===== config.mk =====
export PLATFORM = sky130hd
export DESIGN_NAME = char_display_scanner_flat
export DESIGN_NICKNAME = d
export VERILOG_FILES = /design/src/rtl/char_display_scanner_if.sv /design/src/rtl/char_display_scanner.sv /design/src/flat_wrapper.sv
export SDC_FILE = /design/constraint.sdc
export NUM_CORES = 1
export LEC_CHECK = 0
export CORE_MARGIN = 2
export CORE_UTILIZATION = 54
export CTS_CLUSTER_DIAMETER = 30
export CTS_CLUSTER_SIZE = 40
export DETAILED_ROUTE_END_ITERATION = 6
export GPL_ROUTABILITY_DRIVEN = 0
export GPL_TIMING_DRIVEN = 0
export HOLD_SLACK_MARGIN = 0.1
export PLACE_DENSITY = 0.82
export SYNTH_ARGS = -nofsm -noshare
export SYNTH_HDL_FRONTEND = slang
export SYNTH_SLANG_ARGS = --single-unit
export TNS_END_PERCENT = 10

===== constraint.sdc =====
create_clock -name clock -period 3.65 [get_ports clock]
set_input_delay 0.73 -clock clock [delete_from_list [all_inputs] [get_ports clock]]
set_output_delay 0.73 -clock clock [all_outputs]
set_load 0.02 [all_outputs]

===== src/rtl/char_display_scanner_if.sv =====
// Display bus for the character scanner: text word and enable in,
// active-low anode/segment drive and frame-wrap pulse out.
interface char_display_scanner_if;
   logic        enable;
   logic [39:0] instruction;
   logic [7:0]  an;
   logic [6:0]  seg;
   logic        dp;
   logic        frame_done;

   modport master (
      output enable, instruction,
      input  an, seg, dp, frame_done
   );

   modport slave (
      input  enable, instruction,
      output an, seg, dp, frame_done
   );
endinterface


===== src/rtl/char_display_scanner.sv =====
// Multiplexes an 8-character, 5-bit-coded text word onto a common-anode
// 8-digit 7-segment display, latching the word once per frame.
module char_display_scanner #(
   parameter int unsigned SCAN_DIV  = 100000,
   parameter int unsigned BLANK_CYC = 64
) (
   input  logic                  clock,
   input  logic                  reset,
   char_display_scanner_if.slave bus
);
   localparam int unsigned      DIV_W     = $clog2(SCAN_DIV);
   localparam logic [DIV_W-1:0] DIV_LAST  = DIV_W'(SCAN_DIV - 1);
   localparam logic [DIV_W-1:0] BLANK_END = DIV_W'(BLANK_CYC);

   typedef enum logic {ST_OFF, ST_SCAN} state_t;

   state_t           state, state_next;
   logic [DIV_W-1:0] div, div_next;
   logic [2:0]       idx, idx_next;
   logic [39:0]      shadow, shadow_next;
   logic             frame_done_q, frame_done_next;
   logic [7:0]       an_q, an_next;
   logic [6:0]       seg_q, seg_next;
   logic [4:0]       chars [8];
   logic [4:0]       code;

   // Active-high {g,f,e,d,c,b,a} glyphs for the 5-bit letter codes.
   function automatic logic [6:0] decode(input logic [4:0] c);
      case (c)
         5'd1:    decode = 7'h77;
         5'd2:    decode = 7'h7C;
         5'd3:    decode = 7'h39;
         5'd4:    decode = 7'h5E;
         5'd5:    decode = 7'h79;
         5'd6:    decode = 7'h71;
         5'd7:    decode = 7'h3D;
         5'd8:    decode = 7'h76;
         5'd9:    decode = 7'h30;
         5'd10:   decode = 7'h1E;
         5'd11:   decode = 7'h75;
         5'd12:   decode = 7'h38;
         5'd13:   decode = 7'h37;
         5'd14:   decode = 7'h54;
         5'd15:   decode = 7'h3F;
         5'd16:   decode = 7'h73;
         5'd17:   decode = 7'h67;
         5'd18:   decode = 7'h50;
         5'd19:   decode = 7'h6D;
         5'd20:   decode = 7'h78;
         5'd21:   decode = 7'h3E;
         5'd22:   decode = 7'h1C;
         5'd23:   decode = 7'h2A;
         5'd24:   decode = 7'h76;
         5'd25:   decode = 7'h6E;
         5'd26:   decode = 7'h5B;
         5'd27:   decode = 7'h40;
         5'd28:   decode = 7'h08;
         default: decode = 7'h00;
      endcase
   endfunction

   always_ff @(posedge clock or posedge reset) begin
      if (reset) begin
         state        <= ST_OFF;
         div          <= '0;
         idx          <= '0;
         shadow       <= '0;
         frame_done_q <= 1'b0;
         an_q         <= '1;
         seg_q        <= '1;
      end else begin
         state        <= state_next;
         div          <= div_next;
         idx          <= idx_next;
         shadow       <= shadow_next;
         frame_done_q <= frame_done_next;
         an_q         <= an_next;
         seg_q        <= seg_next;
      end
   end

   always_comb begin
      state_next      = state;
      div_next        = div;
      idx_next        = idx;
      shadow_next     = shadow;
      frame_done_next = 1'b0;
      case (state)
         ST_OFF: begin
            div_next = '0;
            idx_next = '0;
            if (bus.enable) begin
               state_next  = ST_SCAN;
               shadow_next = bus.instruction;
            end
         end
         ST_SCAN: begin
            // Disable wins over the slot tick, so an abandoned frame never pulses.
            if (!bus.enable) begin
               state_next = ST_OFF;
               div_next   = '0;
               idx_next   = '0;
            end else if (div == DIV_LAST) begin
               div_next = '0;
               idx_next = idx + 3'd1;
               if (idx == 3'd7) begin
                  shadow_next     = bus.instruction;
                  frame_done_next = 1'b1;
               end
            end else begin
               div_next = div + DIV_W'(1);
            end
         end
         default: state_next = ST_OFF;
      endcase
   end

   always_comb begin
      for (int unsigned i = 0; i < 8; i++) begin
         chars[i] = shadow[39 - 5*i -: 5];
      end
      code     = chars[idx];
      an_next  = '1;
      seg_next = '1;
      if (state == ST_SCAN && div >= BLANK_END) begin
         an_next  = ~(8'h80 >> idx);
         seg_next = ~decode(code);
      end
   end

   assign bus.an         = an_q;
   assign bus.seg        = seg_q;
   assign bus.dp         = 1'b1;
   assign bus.frame_done = frame_done_q;
endmodule


===== src/flat_wrapper.sv =====
// flat-port wrapper written by rule: the top's interface ports become plain ports
module char_display_scanner_flat 
#(
   parameter int unsigned SCAN_DIV  = 100000,
   parameter int unsigned BLANK_CYC = 64
)
  (clock, reset, bus_enable, bus_instruction, bus_an, bus_seg, bus_dp, bus_frame_done);
  char_display_scanner_if bus_i ();
  input  logic clock;
  input  logic reset;
  input wire logic [$bits(bus_i.enable)-1:0] bus_enable;
  input wire logic [$bits(bus_i.instruction)-1:0] bus_instruction;
  output wire logic [$bits(bus_i.an)-1:0] bus_an;
  output wire logic [$bits(bus_i.seg)-1:0] bus_seg;
  output wire logic [$bits(bus_i.dp)-1:0] bus_dp;
  output wire logic [$bits(bus_i.frame_done)-1:0] bus_frame_done;
  assign bus_i.enable = bus_enable;
  assign bus_i.instruction = bus_instruction;
  assign bus_an = bus_i.an;
  assign bus_seg = bus_i.seg;
  assign bus_dp = bus_i.dp;
  assign bus_frame_done = bus_i.frame_done;
  char_display_scanner #(.SCAN_DIV(SCAN_DIV), .BLANK_CYC(BLANK_CYC)) u_core (.clock(clock), .reset(reset), .bus(bus_i));
endmodule

# After elaboration in Yosys (flattened, before gate mapping)
# Memories as Yosys holds them, arrays and structs flattened.
# Index checks and enable logic that the tools add are counted.
# classes
addsub	2
order_cmp	2
eq_ne	7
shift	1
muxes	22
bitwise	4
reduce_logical	2
# ops
cell	n
$mux W40	4
$pmux W40 S2	1
$mux W17	2
$pmux W17 S2	1
$add A17 B1 Y17 const B	1
$eq A17 B17 Y1 const B	1
$ge A17 B7 Y1 const B	1
$bmux W5 S3	1
$mux W7	2
$mux W5	2
$mux W8	1
$ne A2 B2 Y1 const B	4
$not A8 Y8	1
$shr A8 B3 Y8 const A	1
$not A7 Y7	1
$mux W3	2
$pmux W3 S2	1
$mux W1	5
$ge A4 B4 Y1 const B	1
$not A3 Y4	1
$reduce_and A4 Y1	1
$add A3 B1 Y3 const B	1
$eq A3 B3 Y1 const B	1
$ne A3 B3 Y1 const B	1
2 further kinds	2
# word_totals
ff_bits	77
rom_bits	224
in_bits	43
output_inout_bits	17
mem_count	1
# mem_list
name	depth	width	read_ports	rd_ports_with_merged_regs	write_ports	line	source
(no name shown)	32	7	1	0	0	char_display_scanner.sv:29	case (c)

# Longest topological paths before layout
# An unclocked memory read counts as a cell.
# logic_depth
word_depth	8
depth_mapped	9
depth_no_buf	8

# Worst setup path before layout
# Ideal clock, no wire load.
# synth_timing
path_type	flip-flop to flip-flop
startpoint	reg u_core.idx[0]
endpoint	reg u_core.seg_q[0], in the netlist u_core.bus.seg[0]
setup_time_ns	0.077
arrival_time_ns	2.494
required_time_ns	3.573
slack_ns	1.079
stages_incl_launch_ff	8
period_less_slack_ns	2.571
path_cell_list	dfrtp_1 -> clkbuf_1 -> mux4_2 -> mux2i_1 -> inv_1 -> ha_1 -> o311a_1 -> a31oi_1
# synth_via
elab_chain_cells	8
# synth_rtl
item	line	source
from (decl)	char_display_scanner.sv:19	logic [2:0] idx, idx_next;
from (signal assigned)	char_display_scanner.sv:74	idx <= idx_next;
$not A3 Y4 (not written as such)	char_display_scanner.sv:122	code = chars[idx];
$bmux W5 S3	char_display_scanner.sv:122	
$mux W5 (not written as such) (2 in series)	char_display_scanner.sv:122	
$mem_v2 Z32 W7	n/a	
$mux W7	char_display_scanner.sv:125	if (state == ST_SCAN && div >= BLANK_END) begin
$not A7 Y7	char_display_scanner.sv:127	seg_next = ~decode(code);
$mux W7	char_display_scanner.sv:125	
net u_core.seg_next[0]	char_display_scanner.sv:23	logic [6:0] seg_q, seg_next;
to (signal assigned)	char_display_scanner.sv:78	seg_q <= seg_next;
to (decl)	char_display_scanner.sv:23	
# The timed path passes the listed nets, and every way through them passes these cells. The select of a mux whose other input is x is not followed.
# A chain may end at the register's enable or synchronous reset.

# Final worst setup path
# layout_timing
startpoint	reg u_core.idx[0]
endpoint	reg u_core.seg_q[4], in the netlist u_core.bus.seg[4]
# The elaborated chain is that of the path after synthesis.

==> results.md <==
CTS:
- The hold buffer count at CTS is 0.
- The deepest clock path buffer count is 2.
- The clock edge transition at the registers on the reported setup and hold paths is 0.09 ns.
- TritonCTS created 9 clock buffers.
- The clock sink count is 77.
- At the later pin of the worst-skew pair, clock insertion delay measures 0.36 ns.
- The buffers inserted during post-CTS setup optimization is 0.
- TritonCTS built the clock tree.
- The H-tree was split into 3 levels.
- The clock tree root driver cell is sky130_fd_sc_hd__clkbuf_8.
- Post-CTS repair changed the size of 0 cells.

Routing:
- The routed wire length per instance is 16.7 µm.
- The first TritonRoute pass finished after 5 iterations.
- The violation count after the first detailed-route iteration is 138.
- For this block, the via count after detailed routing is 2,762.
- After detailed routing, the total wire length is 8190 µm.
- The post-detailed-route count of antenna-violating nets is 0.
- The number of DRC violations after detailed routing is 0.
- Using the TritonRoute via totals, the vias-per-cell ratio works out to 5.63.

Pwr:
- VDD sags by at most 292 µV.
- The power per unit of standard cell area is 417 nW/µm².
- For this design the static power due to leakage is 2.00 nW.

Critical path:
- The critical path goes through clkbuf_1, mux4_2, mux2i_1, inv_1, ha_1, nor2_1, nor2_1, o311ai_0.
- The worst setup path is of the reg -> reg kind.
- The worst path required time is 3.89 ns.
- The number of buffers and inverters on the critical path is 2.
- Along the worst path, the maximum fanout reaches 8.
- In this run the critical register-to-register path is captured at u_core.bus.seg[4].
- The worst setup path is captured at a flip-flop.
- The arrival time of data at the critical path endpoint is 3.47 ns.
- The dominant delay contributor by cell family on the critical path is multiplexers.
- The worst setup path is launched from a flip-flop.
- The maximum cell stage delay along the critical path is 0.62 ns.
- The startpoint identified for the worst register-to-register timing path is u_core.idx[0].
- The number of cells on the worst reg-to-reg path is 8.
- In this design, the critical path's most frequently occurring cell is sky130_fd_sc_hd__nor2_1.
- The master of the slowest instance on the critical path is sky130_fd_sc_hd__mux2i_1.
- In this run the register-to-register setup slack is 0.42 ns.

STA:
- The number of endpoints with negative hold slack in the final report was 0.
- The maximum frequency from static timing analysis is 310 MHz.
- Adding up every negative setup slack in the final design gives 0 ns.
- The clock skew after layout is 0.0121 ns.
- The smallest hold slack is 0.508 ns.
- After layout, the worst setup slack is 0.423 ns.
- The number of max-slew violations in the final report came to 0.
- The worst path uses 88.4% of the clock period.
- Setup repair after global routing left no endpoint under its margin.
- The count of endpoints failing setup in the final report is 0.
- The worst slew margin relative to its limit is 48.6%.
- The routed design could run at a clock period as short as 3.23 ns.
- For the pin with the worst max-slew slack, the measured transition is 0.749 ns.

Synthesis:
- The post-synthesis average cell area is 12.1 µm².
- The area of the mapped netlist is 3880 µm².
- The synthesized design contains 77 register bits.
- The synthesis warning total is 0.
- After synthesis, flip-flops and latches occupy 50.1% of the total area.
- The proportion of register bits with asynchronous set or reset after synthesis is 100%.
- Synthesis produced a netlist whose cell count is 320.
- In this run, synthesis inferred 0 flip-flops with an integrated enable.
- Counting every net in the synthesized netlist gives 379.
- The flip-flop cell with the highest count after synthesis is sky130_fd_sc_hd__dfrtp_1.
- Yosys mapped the design onto 47 distinct sky130hd cell types.

Worst hold path:
- The instance count along the most critical hold path is 1.
- The hold-critical path endpoint is u_core.chars[21].
- The path class of the tightest hold or removal check is reg -> reg.
- The source of the worst hold timing path is u_core.chars[21].

Global route:
- The first global-routing pass estimated 13,400 µm of wire.
- The overall routing resource usage is 23.1%.
- The global-route track usage on met3 is 5.13%.
- The busiest layer in global routing is met2.
- The maximum number of pins on one net before global-route repair is 44.
- The initial antenna violation count is 0.
- The total overflow left after global routing is 0.
- The number of global-route vias before repair is 2,778.
- For this run, global-route usage on met2 was measured as 37.4%.
- Global routing consumed, on the met1 layer, 30.6% of the routing resources.

Placement:
- The pre-CTS worst setup slack is 0.490 ns.
- The total half-perimeter wirelength after legalization and detailed placement is 5940 µm.
- The instance count after placement with tap cells included is 475.
- Port buffering added 58 buffers.

Run status:
- The flow ran to the end, and the final reports show no timing, DRC or antenna violations.

Die:
- The die covers 7890 µm².
- 60 I/O pins were placed.
- The floorplan die width is 88.8 µm.
- The initial utilization of the core area, before any placement, comes to 56.5%.
- The die outline height is 88.8 µm.
- The core outline area is 6870 µm².
- The row count is 30.

Final layout:
- The most common cell after layout, fill and taps aside is sky130_fd_sc_hd__dfrtp_1.
- The post-route netlist has 26.1% of its cells at a drive strength greater than 1.
- Once layout is complete, the utilization of the core stands at 70.3%.
- In the layout the commonest cells are sky130_fd_sc_hd__dfrtp_1, sky130_fd_sc_hd__clkdlybuf4s50_1, sky130_fd_sc_hd__mux2_2.
- The count of nets after finishing is 449.
- The number of antenna diodes in the final layout is 0.
- The area growth from synthesis to layout is 24.3%.
- The number of standard cells in the final layout excluding fillers is 491.

Job:
- Max-cap violations in this run came to 0.
[cells in the mapped netlist, types with 2 or more instances]
master,instances,area share [%]
sky130_fd_sc_hd__buf_6,2,0.58
sky130_fd_sc_hd__mux2i_1,9,2.3
sky130_fd_sc_hd__ha_1,16,5.2
sky130_fd_sc_hd__nand2_1,23,2.2
sky130_fd_sc_hd__mux2i_2,2,0.71
sky130_fd_sc_hd__a211oi_1,3,0.58
sky130_fd_sc_hd__a21oi_1,3,0.39
sky130_fd_sc_hd__nor2_1,36,3.5
sky130_fd_sc_hd__mux2_2,43,12
sky130_fd_sc_hd__dfrtp_1,62,40
sky130_fd_sc_hd__dfstp_2,15,10
sky130_fd_sc_hd__nand4_1,7,1.1
sky130_fd_sc_hd__xnor2_1,7,1.6
sky130_fd_sc_hd__mux4_2,10,5.8
sky130_fd_sc_hd__clkbuf_1,7,0.68
sky130_fd_sc_hd__or4_4,2,0.58
sky130_fd_sc_hd__and4_1,2,0.45
sky130_fd_sc_hd__nor3_1,3,0.39
sky130_fd_sc_hd__or2_2,2,0.32
sky130_fd_sc_hd__o21ai_0,4,0.52
sky130_fd_sc_hd__nand3_1,10,1.3
sky130_fd_sc_hd__o32ai_1,3,0.68
sky130_fd_sc_hd__inv_1,10,0.97
sky130_fd_sc_hd__xor2_1,10,2.3
sky130_fd_sc_hd__buf_4,2,0.39
sky130_fd_sc_hd__buf_2,4,0.52
sky130_fd_sc_hd__a31oi_1,3,0.48
[cell type report]
class | instances | area, µm²
tap | 96 | 120
fill | 475 | 2040
clock buffer | 9 | 124
buffer | 15 | 83.8
sequential | 77 | 1950
timing repair buffer | 59 | 601
inverter | 12 | 47.5
multi-input combinational | 216 | 1810
clock inverter | 7 | 97.6
[cells by family after synthesis]
kind of cell | Yosys count | share of synthesized area [%]
xor+xnor | 17 | 3.83
buf+inv | 27 | 3.32
flops | 77 | 50.1
mux | 64 | 21.3
simple gates | 92 | 11.4
compound gates | 26 | 4.83
fa+ha+maj | 16 | 5.15
other cells | 1 | 0.0966
[metrics by stage]
step | cell area, µm² | total power [mW]
floorplan | 3880 | 1.19
global placement | 4580 | 1.28
detailed placement | 4610 | 1.30
CTS | 4830 | 2.03
global route | 4830 | 2.10
finish | 4830 | 2.02
[worst max path at each step]
stage	from	to	slack [ns]	cells past startpoint
floorplan	reset	u_core.bus.frame_done	0.98	1
global placement	reset	u_core.chars[37]	-0.16	2
detailed placement	u_core.idx[0]	u_core.bus.seg[4]	0.49	8
CTS	u_core.idx[0]	u_core.bus.seg[4]	0.47	8
global route	u_core.idx[0]	u_core.bus.seg[4]	0.21	8
finish	u_core.idx[0]	u_core.bus.seg[4]	0.42	8
[registers in the layout, indices dropped and copies added, names as in the netlist]
register and count:
u_core.bus.seg 7, u_core.bus.frame_done 1, u_core.idx 3, u_core.div 17
u_core.state 1, u_core.bus.an 8, u_core.chars 40
[report_power, final]
part / internal [mW] / switching (mW)
Clock: 0.388 / 0.335
Sequential: 0.920 / 0.0367
Combinational: 0.174 / 0.162
[worst reg2reg max path, stage by stage (launching register included)]
cell and delay, ns:
sky130_fd_sc_hd__dfrtp_1 0.38, sky130_fd_sc_hd__clkbuf_1 0.38, sky130_fd_sc_hd__mux4_2 0.59, sky130_fd_sc_hd__mux2i_1 0.62, sky130_fd_sc_hd__inv_1 0.28, sky130_fd_sc_hd__ha_1 0.33, sky130_fd_sc_hd__nor2_1 0.16, sky130_fd_sc_hd__nor2_1 0.07
sky130_fd_sc_hd__o311ai_0 0.32
[layer usage]
metal  share of wire, %  routed length [µm]
met2                 50                4080
met5                  0                   0
met4                1.9                 159
met3                5.8                 471
met1                 42                3480
Power figures use the tool's default switching activity.
